==> src/rtl/piso_shift_tx.sv <==
// piso_shift_tx: parallel-in / serial-out transmitter.
// A word is accepted through a LOAD/READY handshake and sent one bit per clock
// on OUT. OUT_EN marks frame bits. DONE pulses for one cycle after the last bit.
// Back-to-back frames are supported by accepting a new LOAD on the last-bit cycle.
module piso_shift_tx #(
    parameter int   WIDTH      = 4,
    parameter bit   MSB_FIRST  = 1'b1,
    parameter logic IDLE_LEVEL = 1'b0
) (
    input  logic             CLK,
    input  logic             RESET,
    input  logic [WIDTH-1:0] DIN,
    input  logic             LOAD,
    output logic             READY,
    output logic             OUT,
    output logic             OUT_EN,
    output logic             DONE
);

    localparam int             CW     = $clog2(WIDTH);
    localparam logic [CW-1:0]  C_LAST = CW'(WIDTH - 1);

    typedef enum logic {
        S_IDLE  = 1'b0,
        S_SHIFT = 1'b1
    } state_t;

    state_t           r_state;
    logic [WIDTH-1:0] r_shift;
    logic [CW-1:0]    r_count;
    logic             r_out;
    logic             r_out_en;
    logic             r_done;
    logic             w_ready;
    logic             w_accept;

    // First bit of a freshly captured word.
    function automatic logic first_bit(input logic [WIDTH-1:0] w);
        return MSB_FIRST ? w[WIDTH-1] : w[0];
    endfunction

    // Bit that follows the one currently on OUT. The register is kept aligned
    // so that the current bit always sits at the first-bit position.
    function automatic logic next_bit(input logic [WIDTH-1:0] w);
        return MSB_FIRST ? w[WIDTH-2] : w[1];
    endfunction

    // Advance the shift register by one bit in the transmit direction.
    function automatic logic [WIDTH-1:0] advance(input logic [WIDTH-1:0] w);
        return MSB_FIRST ? (w << 1) : (w >> 1);
    endfunction

    // READY: idle, or the last bit of the current frame is on OUT.
    always_comb begin
        w_ready  = (r_state == S_IDLE) || (r_count == C_LAST);
        w_accept = LOAD && w_ready;
    end

    // Frame FSM with registered serial outputs.
    always_ff @(posedge CLK or posedge RESET) begin
        if (RESET) begin
            r_state  <= S_IDLE;
            r_shift  <= '0;
            r_count  <= '0;
            r_out    <= IDLE_LEVEL;
            r_out_en <= 1'b0;
            r_done   <= 1'b0;
        end else begin
            r_done <= 1'b0;
            case (r_state)
                S_IDLE: begin
                    if (w_accept) begin
                        r_state  <= S_SHIFT;
                        r_shift  <= DIN;
                        r_out    <= first_bit(DIN);
                        r_out_en <= 1'b1;
                        r_count  <= '0;
                    end
                end
                S_SHIFT: begin
                    if (r_count != C_LAST) begin
                        r_shift <= advance(r_shift);
                        r_out   <= next_bit(r_shift);
                        r_count <= r_count + CW'(1);
                    end else begin
                        r_done <= 1'b1;
                        if (w_accept) begin
                            // Gapless restart: new frame's first bit follows immediately.
                            r_shift  <= DIN;
                            r_out    <= first_bit(DIN);
                            r_out_en <= 1'b1;
                            r_count  <= '0;
                        end else begin
                            r_state  <= S_IDLE;
                            r_out    <= IDLE_LEVEL;
                            r_out_en <= 1'b0;
                        end
                    end
                end
                default: begin
                    r_state  <= S_IDLE;
                    r_out    <= IDLE_LEVEL;
                    r_out_en <= 1'b0;
                end
            endcase
        end
    end

    assign READY  = w_ready;
    assign OUT    = r_out;
    assign OUT_EN = r_out_en;
    assign DONE   = r_done;

endmodule

==> config.mk <==
export PLATFORM = sky130hd
export DESIGN_NAME = piso_shift_tx
export DESIGN_NICKNAME = d
export VERILOG_FILES = /design/src/rtl/piso_shift_tx.sv
export SDC_FILE = /design/constraint.sdc
export NUM_CORES = 1
export LEC_CHECK = 0
export CAP_MARGIN = 5
export CORE_AREA = 2 2 39 41
export CTS_BUF_LIST = sky130_fd_sc_hd__clkbuf_8
export DETAILED_ROUTE_END_ITERATION = 8
export DIE_AREA = 0 0 41 43
export MAX_ROUTING_LAYER = met4
export PLACE_DENSITY = 0.66
export SKIP_CTS_REPAIR_TIMING = 1
export SLEW_MARGIN = 10
export SYNTH_ARGS = -nofsm -noshare
export SYNTH_HDL_FRONTEND = slang
export SYNTH_SLANG_ARGS = --single-unit
==> constraint.sdc <==
create_clock -name CLK -period 4 [get_ports CLK]
set_input_delay 1.2 -clock CLK [delete_from_list [all_inputs] [get_ports CLK]]
set_output_delay 1.2 -clock CLK [all_outputs]
set_load 0.01 [all_outputs]
==> results.md, run 1 <==
- The overall die height is between 40 and 50 microns.
- The min-delay analysis places its worst path in the category reg -> reg.
- After the first detailed-routing iteration, the DRC count stood at 0.
- The final count of hold timing violations is 0.
- The area occupied by multi-input gates is 194 sq um.
- Of all cell types, the one taking the most synthesized area is dfrtp_1.
- The CTS tree is done.
- IR analysis of the VDD net gives a maximum drop of around 0.22 mV.
- The cell with the most instances after synthesis is dfrtp_1.
- The number of antenna violations at the first check in global routing is 0.
- The fraction of synthesized cell area taken by the top area cell type is ~51%.
- The longest individual stage delay on the worst path is 0.62 ns.
- By area, the combinational part of the netlist is dominated by multiplexers.
- The width of the chip is slightly above 40 microns.
- The number of routed nets with antenna violations is 0.
- For this run, asynchronously set or reset flops after synthesis account for between 90% and 100%.
- The worst slack at placement is about 1.2 ns.
- The area of the mapped netlist is about 450 sq um.
- The total length of routed wires is about 760 microns.
- After Yosys synthesis, and, or, nand and nor cells account for around 14% of the synthesized area.
- Cells with a size suffix above 1 make up 30.2% of the layout.
- Summing the areas of all compound-gate instances in the mapped netlist gives under 10% of the synthesized area.
- Setup repair after global routing left no endpoint under its margin.
- For the final database, setup skew stands at a little over 0.002 ns.
- The Yosys step of the flow raised 0 warnings.
- For this run the aggregate overflow at the end of global routing stands at 0.
- After technology mapping, the gate count stands at 31.
- The synthesized area divided by synthesized cell count is approximately 14 sq um.
- The detailed-routing iteration count for the pre-antenna-repair pass is 1.
- The proportion of power drawn by the clock network is 23.6%.
- The total nets after synthesis is 39.
- Setup violations remaining at the end of the flow were counted as 0.
- Sequential cells were found to cover 50.6% of the synthesized design area.
- The count of flip-flops with a built-in enable after synthesis is 0.
- The worst setup path is captured at an output port.
- Summed over all nets, the half-perimeter wirelength after detailed placement is 555 microns.
- The headroom to the max-slew limit is between 70% and 80%.
- The critical-path cell with the highest stage delay is clkdlybuf4s50_1.
- After synthesis, the netlist uses 16 different library cells.
- The latest clock arrival within the worst-skew pair is between 0.2 and 0.25 ns.
- The worst-case clock buffer depth is 2.
- The cell row count is 14.
- The total negative slack for setup checks is 0 ns.
- Dividing the final minimum period by the clock period gives about three quarters.
- In the post-route analysis, the smallest setup slack over all paths is just under 1 ns.
- The fill cell instance count of the final layout is around 140.
- The endpoint required time on the critical path is around 2.8 ns.
- Routability-driven placement finished with a final weighted congestion of between 0.7 and 0.8.
- For this configuration, the core starts out at a cell density of between 30 and 40%.
- For the pin with the worst max-slew slack, the measured transition is approximately 0.41 ns.
- The primary flip-flop cell chosen by synthesis mapping is dfrtp_1.
- In this run the clock root is driven by a clkbuf_8.
- The synthesized design contains 9 register bits.
- The overall track demand over capacity in global routing is about an eighth.
- Entering global routing, the biggest net connects 10 pins.
- The smallest clock period supported by the final layout is computed as approximately 3 ns.
- Net switching is 28.7% of the power.
- The internal power of the cells totals approximately 0.00031 W.
- The die footprint is around 0.0018 sq mm.
- The count of nets after finishing is 52.
- Max-cap violations in this run came to 0.
- In this run, the combinational gates consume between 40% and 50% of the power.
- The sequential share of power is roughly a third.
- The critical path class is reg -> out.
- The number of H-tree levels is 1.
- The largest fanout on the critical path is 9.
- The flow ran to the end, and the final reports show no timing, DRC or antenna violations.
- After detailed routing, the average wire length per cell comes to about 13 microns.
- The area share of fa/ha/maj cells after synthesis is 2.81%.
- The CTS clock-pin slew for the worst setup and hold paths is 0.04 ns.
- The maximum achievable frequency is about 330 MHz.
- The global-route wire length before repair is roughly 1.2 mm.
- The count of inserted antenna diode cells is 0.
- In this run the static leakage power is approximately 0.27 nW.
- The detailed router placed 274 vias in this run.
- Data arrives at the worst endpoint at around 1.8 ns.
- Ranked by total cell area, the synthesized netlist is headed by dfrtp_1, mux2_4, buf_6.
- The number of clock buffers added by TritonCTS is 3.
- The worst setup path is launched from a register.
- The top-level port count is 11.
- For this run, design rule violations remaining after detail routing come to 0.
- The max-slew violation count was 0.
- The via count of the first global-routing pass is about 280.
- The clock drives 9 sinks.
- The net switching component of the power is approximately 0.00012 W.
- Power spread over the standard cell area amounts to ~730 mW/mm^2.
- The post-synthesis share of cell area spent on xor and xnor gates is 0%.
- Traced cell by cell, the critical path runs through ha_1, nand2b_1, clkdlybuf4s50_1.
- After synthesis, the most frequently instantiated cells are dfrtp_1, mux2_4.
- In the routed layout, each cell is associated on average with a via count of 4.64.
- Input and output buffers added on the ports amount to 10.
- The share of cell area taken by muxes after synthesis is between 20% and 30%.
- From synthesis to final layout, the design area changed by 32.0%.
- The core region is between 0.001 and 0.0015 sq mm.
- Across the whole layout, storage elements account for 225 sq um.
==> worst max-delay path, delay by kind of cell, from the launching register on <==
| kind | cells | cell delay [ns] |
|---|---|---|
| simple gates | 1 | 0.37 |
| flops | 1 | 0.37 |
| fa+ha+maj | 1 | 0.20 |
| buf+inv | 1 | 0.62 |
==> cells in the final DEF, fill, tap and decap left out <==
| cell | netlist | routed |
|---|---|---|
| clkdlybuf4s50_1 | 0 | 10 |
| dfrtp_1 | 9 | 9 |
| mux2_4 | 4 | 4 |
| clkbuf_8 | 0 | 3 |
| nand2b_2 | 2 | 2 |
| mux2_2 | 2 | 2 |
| and2_1 | 2 | 2 |
| inv_1 | 1 | 2 |
| nand2b_1 | 1 | 1 |
| mux2i_1 | 1 | 1 |
| and2b_2 | 1 | 1 |
| a21boi_0 | 1 | 1 |
| o22a_2 | 1 | 1 |
| nor3b_1 | 1 | 1 |
| and3b_1 | 1 | 1 |
| a311o_1 | 1 | 1 |
| ha_1 | 1 | 1 |
==> state kept, by name, summed over array words and instances (netlist names) <==
signal,count
r_shift,3
DONE,1
r_state,1
OUT,1
r_count,2
OUT_EN,1
==> power by group through the flow <==
stage          clock (W)  combinational, W  sequential, W
2_1_floorplan          0          0.000125       0.000156
3_3_place_gp           0          0.000171       0.000152
3_5_place_dp           0          0.000178       0.000154
4_1_cts         0.000106          0.000181       0.000153
5_1_grt         0.000111          0.000191       0.000160
6_report        0.000102          0.000178       0.000152
==> worst paths after layout <==
kind | depth (start not counted) | startpoint | slack, ns | endpoint
min in group asynchronous | 2 | RESET | 1.23 | r_count[1]
min reg2reg | 1 | r_shift[0] | 0.50 | r_shift[1]
min | 1 | r_shift[0] | 0.50 | r_shift[1]
max | 3 | r_count[0] | 0.99 | READY
max reg2reg | 3 | r_count[0] | 2.49 | OUT
max in group asynchronous | 2 | RESET | 2.51 | OUT
==> cells by family after synthesis <==
logic type | Yosys count
DFF | 9
adders and majority gates | 1
buffers and inverters | 3
muxes | 7
and+or+nand+nor | 8
AOI/OAI and AO/OA | 3
==> final cells by class <==
cell class / count / area share [%]
timing repair buffer: 10 / 17.0
clock buffer: 3 / 7.02
clock inverter: 1 / 0.638
tap: 16 / 3.40
inverter: 1 / 0.638
multi-input combinational: 19 / 33.0
sequential: 9 / 38.3
==> metrics by stage <==
step / utilization [%] / instances / power, W / hold WS (ns) / area, sq um
final: 42.5 / 59 / 0.000431 / 0.502 / 588
after floorplan: - / 31 / 0.000281 / 0.473 / 445
after global placement: 39.2 / 55 / 0.000324 / 0.487 / 543
after CTS: 42.5 / 59 / 0.000441 / 0.506 / 588
after detailed placement: 39.2 / 55 / 0.000332 / 0.497 / 543
after global routing: 42.5 / 59 / 0.000461 / 0.529 / 588
==> metal layers <==
metal / part of all wire, % / global-route usage (%) / vias to the layer above
li1: - / - / 130
met1: 36 / 12.7 / 132
met2: 51 / 15.3 / 8
met3: 7.7 / 6.28 / 4
met4: 4.7 / 14.0 / 0
met5: 0 / - / -
Power figures use the tool's default switching activity.
==> inputs of run 2 (changes only) <==
PLACE_DENSITY = 0.68   (was 0.66)
clock period = 2.4 ns   (was 4 ns; I/O delays follow)
==> results.md, run 2 (synthesized netlist as in run 1, its figures left out) <==
- The flow ran to the end, and the final reports show no timing, DRC or antenna violations.
- The clock root buffer is clkbuf_8.
- The CTS clock-pin slew for the worst setup and hold paths is 0.04 ns (about the same).
- The starting density of the core is 32.2% (unchanged).
- The width of the chip is 41 microns (unchanged).
- The tightest min-delay check is of the reg -> reg type.
- The non-filler instance count after layout is 60 (+1.7%).
- The routed via count divided by cell count is 4.47 (-3.8%).
- The total negative slack for setup checks was 0 ns (unchanged).
- The met1 demand-to-capacity share in global routing was 12.7% (unchanged).
- The number of setup violations in the final report was 0 (unchanged).
- Setup repair after global routing left no endpoint under its margin.
- The average detailed-routed wire length per instance is 11.1 microns (-14%).
- The total clock sinks was 9 (unchanged).
- The area taken by flip-flops and latches came to 225 sq um (unchanged).
- The endpoint required time on the critical path is 1.68 ns (-1.12 ns).
- The headroom to the max-slew limit is 76.1% (+3.6 points).
- The total length of routed wires was 663 microns (-13%).
- The count of unresolved DRC violations after routing is 0 (unchanged).
- The overall track demand over capacity in global routing is 9.79% (-2.7 points).
- The worst hold path begins at r_count[0].
- The standby leakage power is 0.275 nW (+1.9%).
- The CTS tree is done.
- The cell row count came to 14 (unchanged).
- In the final layout, the registers with the most flip-flops are r_shift: 3 flops, r_count: 2 flops.
- The overall die height is 43 microns (unchanged).
- The number of flip-flops in the largest register came to 3 (unchanged).
- The internal power consumption came to 0.000524 W (+70%).
- The number of clock buffers inserted by TritonCTS is 3 (unchanged).
- The max-slew violation count is 0 (unchanged).
- The end of the worst hold path is r_count[0].
- The via count of the first global-routing pass is 236 (-14%).
- The critical path starts at r_count[0].
- The count of input and output buffers is 10 (unchanged).
- The via count of the routed design is 268 (-2.2%).
- The critical path class is reg -> out.
- The relative contribution of combinational cells to total power was 41.8% (+0.6 points).
- The global-route layer with the greatest usage is met1.
- The number of H-tree levels is 1 (unchanged).
- The top-level port count was 11 (unchanged).
- The detailed-routing iteration count for the pre-antenna-repair pass is 3 (+2).
- The proportion of layout cells with a drive suffix above 1 is 31.8% (+1.6 points).
- The ratio of total power to cell area is 1220 mW/mm^2 (+66%).
- The count of inserted antenna diode cells was 0 (unchanged).
- The total instance count after detailed placement is 56 (+1.8%).
- Static timing analysis puts the maximum clock frequency at 449 MHz.
- The transition time at the pin with the least slew margin is 0.358 ns (-0.0556 ns).
- The global-route wire length before repair is 1.06 mm (-15%).
- The proportion of power drawn by the clock network was 23.3% (-0.3 points).
- The net switching component of the power was 0.000202 W (+63%).
- The longest individual stage delay on the worst path is 0.49 ns (-0.13 ns).
- The latest clock arrival within the worst-skew pair is 0.23 ns (about the same).
- The met3 demand-to-capacity share in global routing is 3.14% (-3.1 points).
- The die footprint came to 0.00176 sq mm (unchanged).
- The largest fanout on the critical path is 4 (-5).
- The worst-case clock buffer depth is 2 (unchanged).
- The total overflow reported by the global router is 0 (unchanged).
- The critical-path cell with the highest stage delay is clkdlybuf4s50_1.
- The fill cell instance count of the final layout is 137 (-0.72%).
- The count of nets after finishing came to 53 (+1.9%).
- The critical path launch point type is a register.
- The setup slack of the worst register-to-register path is 0.97 ns (-1.52 ns).
- The arrival time reported for the critical path endpoint is 1.51 ns (-0.30 ns).
- The met2 routing resource usage after global routing is 10.9% (-4.4 points).
- The worst supply voltage drop on vdd is 0.458 mV (+110%).
- The cell depth of the worst hold path was 1 (unchanged).
- The library cells used most frequently in the layout, excluding fill and tap cells, are clkdlybuf4s50_1, dfrtp_1, mux2_4.
- The library cell used most frequently in the layout, excluding fill and tap cells, is clkdlybuf4s50_1.
- The logic depth of the worst register-to-register path was 4 (+1).
- The top register by number of flip-flops is r_shift.
- The reg-to-reg critical path startpoint is r_count[0].
- The shortest clock period the worst path allows after layout is ~2.2 ns.
- The number of routed nets with antenna violations is 0 (unchanged).
- The switching part of the total came to 27.8% (-0.86 points).
- Walking the worst path, the cells encountered are ha_1, nand2b_1, clkdlybuf4s50_1.
- The area occupied by multi-input gates is 194 sq um (unchanged).
- The final clock period utilization by the worst path is 92.8%.
- In this run the critical register-to-register path is captured at OUT.
- The iteration-0 DRC count of the detailed router came to 1 (+1).
- The count of maximum capacitance violations is 0 (unchanged).
- The sequential share of power is 34.9% (-0.3 points).
- The clock skew is 0.00116 ns (-0.000852 ns).
- The largest net degree at the start of global routing came to 10 (unchanged).
- The final count of hold timing violations was 0 (unchanged).
- The number of antenna violations at the first check in global routing came to 0 (unchanged).
- The area growth from synthesis to layout is 33.7%.
- The critical path capture point type is an output port.
- The final estimated routing congestion in global placement is 0.677 (-11%).
- The area inside the core boundary is 0.00138 sq mm (unchanged).
run 2: cell count changes in the layout (fill, tap and decap cells not counted), sizes merged:
| cell | change |
|---|---|
| buf | +1 |
run 2: worst max path at each step:
stage | endpoint | slack (ns) | cells after the start
6_report | READY | 0.17 | 3
3_5_place_dp | r_shift[1] | 0.28 | 3
5_1_grt | READY | 0.10 | 3
3_3_place_gp | r_shift[2] | 0.31 | 3
2_1_floorplan | READY | 0.79 | 3
4_1_cts | READY | 0.15 | 3
run 2: final cells by class:
class,count,area share (%)
Clock buffer,3,6.93
Timing Repair Buffer,11,18.1
Inverter,1,0.630
Sequential cell,9,37.8
Multi-Input combinational cell,19,32.6
Tap cell,16,3.36
Clock inverter,1,0.630
run 2: layer usage:
layer | vias up | routed length [microns] | share of wire, %
met5 | - | 0 | 0
met3 | 0 | 35 | 5.3
met4 | 0 | 0 | 0
met1 | 131 | 309 | 47
met2 | 6 | 318 | 48
li1 | 131 | - | -
run 2: worst max-delay path: cells and delay by family, from the launching register on:
family / cells / cell delay, ns
fa+ha+maj: 1 / 0.23
buf+inv: 1 / 0.49
flops: 1 / 0.39
simple gates: 1 / 0.17
run 2: metrics by stage:
stage | util (%) | hold slack, ns | power, W | setup slack [ns] | cell area (sq um)
after floorplan | - | 0.473 | 0.000469 | 0.795 | 445
after global placement | 39.8 | 0.491 | 0.000561 | 0.305 | 551
after detailed placement | 39.8 | 0.497 | 0.000563 | 0.277 | 551
after CTS | 43.0 | 0.505 | 0.000738 | 0.155 | 596
after global routing | 43.0 | 0.522 | 0.000772 | 0.102 | 596
final | 43.0 | 0.500 | 0.000725 | 0.174 | 596
run 2: power by group through the flow:
| stage | Sequential, W | Combinational [W] | Clock [W] |
|---|---|---|---|
| after floorplan | 0.000260 | 0.000209 | 0 |
| after global placement | 0.000256 | 0.000304 | 0 |
| after detailed placement | 0.000257 | 0.000306 | 0 |
| after CTS | 0.000254 | 0.000309 | 0.000175 |
| after global routing | 0.000261 | 0.000328 | 0.000182 |
| final | 0.000253 | 0.000303 | 0.000169 |
